[config.mk]
export PLATFORM = sky130hd
export DESIGN_NAME = alu_ctrl_mc
export DESIGN_NICKNAME = d
export VERILOG_FILES = /design/src/rtl/alu_ctrl_mc.sv
export SDC_FILE = /design/constraint.sdc
export NUM_CORES = 1
export LEC_CHECK = 0
export BUFFER_PORTS_ARGS = -buffer_cell sky130_fd_sc_hd__buf_2
export CAP_MARGIN = 20
export CORE_MARGIN = 3
export CORE_UTILIZATION = 49
export CTS_CLUSTER_DIAMETER = 80
export CTS_CLUSTER_SIZE = 28
export DETAILED_ROUTE_END_ITERATION = 10
export GPL_TIMING_DRIVEN = 0
export HOLD_SLACK_MARGIN = 0.08
export PLACE_DENSITY = 0.77
export SLEW_MARGIN = 25
export SYNTH_ARGS = -nofsm -noshare
export SYNTH_HDL_FRONTEND = slang
export SYNTH_SLANG_ARGS = --single-unit
export TNS_END_PERCENT = 100
[constraint.sdc]
create_clock -name clk_i -period 1.6 [get_ports clk_i]
set_clock_uncertainty 0.05 [all_clocks]
set_input_delay 0.08 -clock clk_i [delete_from_list [all_inputs] [get_ports clk_i]]
set_output_delay 0.08 -clock clk_i [all_outputs]
set_load 0.05 [all_outputs]
[src/rtl/alu_ctrl_mc.sv]
// EX-stage ALU control: funct/ALUOp decode plus a start/stall/done sequencer for iterative MUL (and DIV).
// Optional DIV support is enabled by defining ALU_CTRL_DIV_EN.
module alu_ctrl_mc #(
  parameter int unsigned CTRL_W  = 3,
  parameter int unsigned MUL_LAT = 4,
  parameter int unsigned DIV_LAT = 16
) (
  input  logic              clk_i,
  input  logic              rst_i,
  input  logic              valid_i,
  input  logic              flush_i,
  input  logic [5:0]        funct_i,
  input  logic [1:0]        ALUOp_i,
  output logic [CTRL_W-1:0] ALUCtrl_o,
  output logic              stall_o,
  output logic              busy_o,
  output logic              mc_start_o,
  output logic              mc_done_o
);

`ifdef ALU_CTRL_DIV_EN
  localparam int unsigned MAX_LAT = (MUL_LAT > DIV_LAT) ? MUL_LAT : DIV_LAT;
`else
  localparam int unsigned MAX_LAT = MUL_LAT;
`endif
  localparam int unsigned CNT_W = $clog2(MAX_LAT + 1);

  localparam logic [2:0] OP_AND = 3'b000;
  localparam logic [2:0] OP_OR  = 3'b001;
  localparam logic [2:0] OP_ADD = 3'b010;
  localparam logic [2:0] OP_SUB = 3'b110;
  localparam logic [2:0] OP_MUL = 3'b100;
`ifdef ALU_CTRL_DIV_EN
  localparam logic [2:0] OP_DIV = 3'b101;
`endif

  // Elaboration-time parameter sanity checks
  if (CTRL_W < 3) begin : g_bad_ctrl_w
    $error("alu_ctrl_mc: CTRL_W must be >= 3");
  end
  if (MUL_LAT < 1) begin : g_bad_mul_lat
    $error("alu_ctrl_mc: MUL_LAT must be >= 1");
  end
  if (DIV_LAT < 1) begin : g_bad_div_lat
    $error("alu_ctrl_mc: DIV_LAT must be >= 1");
  end

  typedef enum logic [1:0] {
    IDLE = 2'd0,
    RUN  = 2'd1,
    DONE = 2'd2
  } state_t;

  state_t           state_q, state_d;
  logic [2:0]       op_q, op_d;
  logic [CNT_W-1:0] cnt_q, cnt_d;

  logic [2:0]       dec_op;
  logic             is_mc;
  logic [CNT_W-1:0] lat_m1;
  logic [2:0]       alu_op;

  // funct/ALUOp decode and multi-cycle classification
  always_comb begin
    dec_op = OP_ADD;
    is_mc  = 1'b0;
    case (ALUOp_i)
      2'b00: dec_op = OP_ADD;
      2'b01: dec_op = OP_SUB;
      2'b10: dec_op = OP_OR;
      default: begin
        case (funct_i)
          6'b100000: dec_op = OP_ADD;
          6'b100010: dec_op = OP_SUB;
          6'b100100: dec_op = OP_AND;
          6'b100101: dec_op = OP_OR;
          6'b011000: begin
            dec_op = OP_MUL;
            is_mc  = 1'b1;
          end
`ifdef ALU_CTRL_DIV_EN
          6'b011010: begin
            dec_op = OP_DIV;
            is_mc  = 1'b1;
          end
`endif
          default: dec_op = OP_ADD;
        endcase
      end
    endcase
  end

  // Counter preload is latency minus one; the start cycle itself is the first stall cycle
  always_comb begin
    lat_m1 = CNT_W'(MUL_LAT - 1);
`ifdef ALU_CTRL_DIV_EN
    if (dec_op == OP_DIV) lat_m1 = CNT_W'(DIV_LAT - 1);
`endif
  end

  always_ff @(posedge clk_i) begin
    if (!rst_i) begin
      state_q <= IDLE;
      op_q    <= OP_ADD;
      cnt_q   <= '0;
    end else begin
      state_q <= state_d;
      op_q    <= op_d;
      cnt_q   <= cnt_d;
    end
  end

  // Next state and outputs; IDLE passes the decode straight through so single-cycle ops see no latency
  always_comb begin
    state_d    = state_q;
    op_d       = op_q;
    cnt_d      = cnt_q;
    alu_op     = dec_op;
    stall_o    = 1'b0;
    busy_o     = 1'b0;
    mc_start_o = 1'b0;
    mc_done_o  = 1'b0;
    case (state_q)
      IDLE: begin
        if (valid_i && is_mc && !flush_i) begin
          mc_start_o = 1'b1;
          stall_o    = 1'b1;
          op_d       = dec_op;
          cnt_d      = lat_m1;
          state_d    = (lat_m1 == '0) ? DONE : RUN;
        end
      end
      RUN: begin
        alu_op  = op_q;
        stall_o = 1'b1;
        busy_o  = 1'b1;
        if (flush_i) begin
          state_d = IDLE;
        end else begin
          cnt_d = cnt_q - CNT_W'(1);
          if (cnt_q == CNT_W'(1)) state_d = DONE;
        end
      end
      DONE: begin
        alu_op    = op_q;
        mc_done_o = 1'b1;
        busy_o    = 1'b1;
        state_d   = IDLE;
      end
      default: state_d = IDLE;
    endcase
    // Hold everything quiet while reset is asserted
    if (!rst_i) begin
      alu_op     = OP_ADD;
      stall_o    = 1'b0;
      busy_o     = 1'b0;
      mc_start_o = 1'b0;
      mc_done_o  = 1'b0;
    end
  end

  assign ALUCtrl_o = CTRL_W'(alu_op);

endmodule

==> run metrics, run 1 <==
switching pwr=0.0001795 W; Die Ht=42.58 um; vias in the first global route=662; Crit path arrival time=1.50 ns; 1st-iter DRT viols=23; clock slew at reported path FFs=0.06 ns; fmax=0.6120 GHz; H-Tree Depth=1; Die Wd=42.58 um; sequential cell area=162.7 um2; CP startpoint=state_q[1]$_SDFFE_PN0P_; #FFs+latches synth=8; Yosys cell types=33; worst reg2reg path depth=6; CP max FO=4; Fin Setup TNS=-0.08752 ns; CP Data Required Time=1.47 ns; Peak VDD IR=481.2 uV; Setup CP Type=reg -> out; clock root buffer=clkbuf_4; # IOs=19; Post-Syn Area per Cell=8.195 um2; fin. max-slew vios=0; Final Cycle Share=1.021; final worst slack=-0.03396 ns; Pleak=0.3899 nW; Port Buffers=18; Yosys top cell by area=dfxtp_1; final hold violations=0; Placement Rows=12; Multi-input gate area=531.8 um2; Period minus WS final=1.634 ns; Hold WC Path Type=in -> reg; Final Power=0.0005421 W; Reg-to-Reg End=state_q[1]$_SDFFE_PN0P_; Antenna Nets Post-Route=0; worst skew pair latency=0.25 ns; Pwr Density=565.6 nW/um2; unrepaired setup endpoints after global routing=true; Clock Sinks=8; CTS tree=yes; Slew headroom=0.7292; Synth area leaders=dfxtp_1 24%, ha_1 9.5%, inv_1 5.7%; NumNets Final=128; first-pass GRT wire length=2.835 mm; Synth top area share=0.2443; Synth-to-Final Area Change=46.18%; Inserted Diodes=0; clock share of power=0.294; R2R Path Start=state_q[1]$_SDFFE_PN0P_; type of origin of the critical path=register; total clock buffers created by CTS=3; power share of the combinational group=0.315; pin count of the biggest net entering global routing=10; vias per std cell=5.789; # setup viols final=4; CP endpoint=mc_start_o; Post-Synthesis Cells=80; Synth warnings=0; DR WL/cell=14.32 um; DRT Pass-1 Iters=4; final global-route overflow total=0; initial core utilization=0.5527; crit end category=output port; share of layout cells above drive strength 1=0.4679; core area=1186 um2; Total GRT Usage=0.2002; Tightest Pin Transition=0.4038 ns; syn nets=97; failing checks=negative setup slack; Placer Congestion=0.7369; DRC viols=0; initial antenna violation count=0; Seq pwr share=0.391; Fill cells=74; Cell Area, Synth=655.6 um2; reg-to-reg slack, setup=0.14 ns; drt total wl=1.761 mm; switch share=0.3311; run status=complete, but fails checks; internal power=0.0003626 W; DIE AREA=1813 um2; Vias=712; register area share after synthesis=0.2443; DP HPWL=1.130 mm; clk buf depth=2; DP Worst Slack=-0.1551 ns; Max Cap Viol=0
## power by group through the flow
stage               clock [W]  sequential, W  combinational (W)
CTS                  0.000166       0.000212           0.000156
global placement            0       0.000216           0.000137
detailed placement          0       0.000216           0.000140
floorplan                   0       0.000215          0.0000999
finish               0.000159       0.000212           0.000171
global route         0.000176       0.000213           0.000185
## flip-flops by register name (all words and copies together) (netlist names)
signal,count
state_q,2
op_q,3
cnt_q,3
## metrics by stage
step                      utilization  hold slack [ns]  cells  area, um2
after global placement         0.6793           0.2992    112      805.8
after floorplan                     -           0.1062     80      698.2
after detailed placement       0.6793           0.3055    112      805.8
after CTS                      0.7553          0.04330    118      895.9
final                          0.8080          0.09571    123      958.4
after global routing           0.8080           0.1061    123      958.4
## cell families after synthesis
logic type	Yosys count	synth area share
adder cells (fa/ha/maj)	5	0.09542
AO/OA/AOI/OAI	22	0.2557
flip-flops	8	0.2443
AND/OR/NAND/NOR	33	0.3168
buffers and inverters	10	0.05726
multiplexers	2	0.03054
## worst min-delay path by stage
| stage | from | endpoint | slack (ns) | cells past startpoint |
|---|---|---|---|---|
| after floorplan | rst_i | op_q[1]$_SDFFE_PN1P_ | 0.11 | 1 |
| after global placement | rst_i | op_q[1]$_SDFFE_PN1P_ | 0.30 | 2 |
| after detailed placement | rst_i | op_q[1]$_SDFFE_PN1P_ | 0.31 | 2 |
| after CTS | rst_i | op_q[1]$_SDFFE_PN1P_ | 0.04 | 2 |
| after global routing | rst_i | cnt_q[2]$_SDFFE_PN0P_ | 0.11 | 2 |
| final | rst_i | cnt_q[2]$_SDFFE_PN0P_ | 0.1 | 2 |
## final cells by class
cell class              instances  share of cell area
inverters                      10             0.04178
well taps                      14             0.01828
multi-input cells              62              0.5548
repair buffers                 26              0.1919
flip-flops and latches          8              0.1697
clock buffers                   3             0.02350
## per-layer routing
layer | global-route usage | share of wire
met2 | 0.3556 | 0.49
met1 | 0.2455 | 0.45
met3 | 0.03863 | 0.058
met4 | 0.04348 | 0
met5 | 0 | 0
## Yosys cell counts
cell type	count
nand2_1	6
o311ai_0	1
a21o_1	1
ha_1	5
o21a_1	1
nand2b_1	1
nor2_1	7
a211o_1	2
a211oi_1	1
nand4bb_1	1
inv_1	10
and3_1	1
o211ai_1	1
nand3b_1	1
a22oi_1	2
nand4_1	1
dfxtp_1	8
nor3_1	2
nand4b_1	1
o31ai_4	1
and3b_1	1
and2_1	3
nor3_4	1
nor4b_1	1
nand3_1	1
a211oi_2	2
a21oi_1	6
nor4_2	1
or3b_4	1
o21ai_0	4
nor3b_1	2
nor2b_1	1
mux2i_1	2
## repair_timing
action                                  CTS  global route
endpoints found under the setup margin    7             8
hold endpoints to repair                  1             1
gates resized for setup                  17             6
setup buffers                             3             4
pin swaps                                 3             2
## placed cells by master (no fill, tap or decap), types with 4 or more instances in the layout
master,count
nor2_1,5
nand2_1,6
o21ai_0,4
inv_1,7
dfxtp_1,6
buf_4,8
buf_2,13
## worst max-delay path, stage by stage, from the launching register on
cell and delay [ns]:
dfxtp_2 0.32, inv_2 0.08, ha_4 0.16, inv_4 0.05, nor4_4 0.27, and2_2 0.22
buf_6 0.16
No activity file was read; power rests on OpenSTA's default activity.
==> run 2, diff against run 1 <==
CORE_AREA = 3 3 40 42   (was default)
CORE_MARGIN = default   (was 3)
CORE_UTILIZATION = default   (was 49)
DIE_AREA = 0 0 43 45   (was default)
clock period = 2.02 ns   (was 1.6 ns; I/O delays follow)
==> run metrics, run 2 (same netlist as run 1, synthesis figures left out) <==
run status=finished, final reports clean (was complete, but fails checks); most common cell after layout, fill and taps aside=buf_2 (unchanged); drt total wl=1.538 mm (was 1.761 mm); Final Power=0.0004067 W (was 0.0005421 W); Non-Filler Instances=120 (was 123); Pleak=0.3609 nW (was 0.3899 nW); Crit path arrival time=1.77 ns (was 1.50 ns); # setup viols final=0 (was 4); DP Worst Slack=0.08548 ns (was -0.1551 ns); final global-route overflow total=0 (unchanged); Placer Congestion=0.7922 (was 0.7369); Worst Min Path Start=flush_i (was rst_i); final worst slack=0.09921 ns (was -0.03396 ns); first-pass GRT wire length=2.760 mm (was 2.835 mm); DIE AREA=1935 um2 (was 1813 um2); Placement Rows=13 (was 12); Max Cap Viol=0 (unchanged); worst skew pair latency=0.26 ns (was 0.25 ns); DR WL/cell=12.82 um (was 14.32 um); Pwr Density=478.1 nW/um2 (was 565.6 nW/um2); Total GRT Usage=0.1871 (was 0.2002); Fill cells=103 (was 74); Largest regs=cnt_q x3, op_q x3, state_q x2 (unchanged); worst reg2reg path depth=6 (unchanged); vias per std cell=5.542 (was 5.789); DP Cell Count=113 (was 112); Hold Path Depth=3 (was 2); fmax=0.5206 GHz; Inserted Diodes=0 (unchanged); reg-to-reg slack, setup=0.38 ns (was 0.14 ns); Hold EP=state_q[1]$_SDFFE_PN0P_ (was cnt_q[2]$_SDFFE_PN0P_); pin count of the biggest net entering global routing=10 (unchanged); clock root buffer=clkbuf_4 (unchanged); 1st-iter DRT viols=15 (was 23); total clock buffers created by CTS=3 (unchanged); vias in the first global route=657 (was 662); Setup CP Type=reg -> out (unchanged); Die Wd=43 um (was 42.58 um); NumNets Final=124 (was 128); Port Buffers=18 (unchanged); Antenna Nets Post-Route=0 (unchanged); H-Tree Depth=1 (unchanged); Reg-to-Reg End=cnt_q[1]$_SDFFE_PN0P_ (was state_q[1]$_SDFFE_PN0P_); core area=1285 um2 (was 1186 um2); Peak VDD IR=313.3 uV (was 481.2 uV); Fin Setup TNS=0 ns (was -0.08752 ns); crit end category=output port (unchanged); CP max FO=5 (was 4); most frequent cells in the layout=16 x buf_2, 10 x inv_1, 8 x dfxtp_1 (was 13 x buf_2, 8 x buf_4, 7 x inv_1); clk buf depth=2 (unchanged); initial antenna violation count=0 (unchanged); Clock Sinks=8 (unchanged); R2R Path Start=state_q[1]$_SDFFE_PN0P_ (unchanged); Slew headroom=0.7264 (was 0.7292); CP Data Required Time=1.87 ns (was 1.47 ns); Synth-to-Final Area Change=29.77% (was 46.18%); fin. max-slew vios=0 (unchanged); Hold WC Path Type=in -> reg (unchanged); # IOs=19 (unchanged); clock slew at reported path FFs=0.05 ns (was 0.06 ns); DP HPWL=1.175 mm (was 1.130 mm); Vias=665 (was 712); type of origin of the critical path=register (unchanged); Die Ht=45 um (was 42.58 um); DRT Pass-1 Iters=4 (unchanged); final instance area=850.8 um2 (was 958.4 um2); final hold violations=0 (unchanged); Period minus WS final=1.921 ns; CTS tree=yes (unchanged); Final Cycle Share=0.9509; DRC viols=0 (unchanged); Tightest Pin Transition=0.4080 ns (was 0.4038 ns); Placement Cell Area=769.5 um2 (was 805.8 um2); share of layout cells above drive strength 1=0.3048 (was 0.4679); initial core utilization=0.5102 (was 0.5527)
run 2: cell count changes in the layout (fill, tap and decap cells not counted), moves of 3 or more:
cell / previous run / this run
a21oi_1: 3 / 6
inv_1: 7 / 10
buf_6: 3 / 0
buf_2: 13 / 16
buf_4: 8 / 4
run 2: layer usage:
metal,wire length (um),GRT usage,part of all wire,vias to the layer above
met5,0,0,0,-
met1,696,0.2263,0.45,300
met3,62,0.02390,0.040,5
met2,748,0.3204,0.49,17
met4,31,0.1084,0.020,0
li1,-,-,-,343
run 2: critical path, cell delays in order (launching register included):
cell      delay [ns]
dfxtp_1         0.33
inv_1           0.12
ha_4            0.18
inv_1           0.11
nor4_4          0.37
and2_1          0.18
clkbuf_4        0.22
run 2: how the worst max path moves through the flow:
stage	slack (ns)	depth (start not counted)	startpoint	to
floorplan	0.04	6	state_q[0]$_SDFFE_PN0P_	stall_o
global placement	0.10	7	state_q[1]$_SDFFE_PN0P_	stall_o
detailed placement	0.09	7	state_q[1]$_SDFFE_PN0P_	stall_o
CTS	0.03	6	state_q[1]$_SDFFE_PN0P_	mc_start_o
global route	-0.009	7	state_q[0]$_SDFFE_PN0P_	stall_o
finish	0.1	6	state_q[1]$_SDFFE_PN0P_	mc_start_o
run 2: layout make-up:
cell class,instances,area [um2],area share
Clock buffer,3,22.52,0.02647
Inverter,10,37.54,0.04412
Multi-Input combinational cell,62,484.2,0.5691
Sequential cell,8,160.2,0.1882
Tap cell,15,18.77,0.02206
Timing Repair Buffer,22,127.6,0.1500
run 2: through the flow:
stage               hold slack, ns  utilization
detailed placement          0.3198       0.5988
global placement            0.3190       0.5988
CTS                         0.1852       0.6349
floorplan                   0.1272            -
global route                0.2208       0.6621
finish                      0.1926       0.6621
run 2: power by group:
part,internal (W),total (W),switching [W],leakage (nW)
clock,0.0000682,0.000126,0.0000578,0.0138
combinational,0.0000439,0.000113,0.0000687,0.283
sequential,0.000163,0.000168,0.00000476,0.0645
run 2: repair_timing:
action | 4_1_cts | 5_1_grt
hold endpoints to repair | 1 | 0
resized for setup | 3 | 2
setup endpoints to repair | 2 | 2
hold buffers | 1 | 0
pin swaps | 1 | 1
setup buffers | 0 | 3
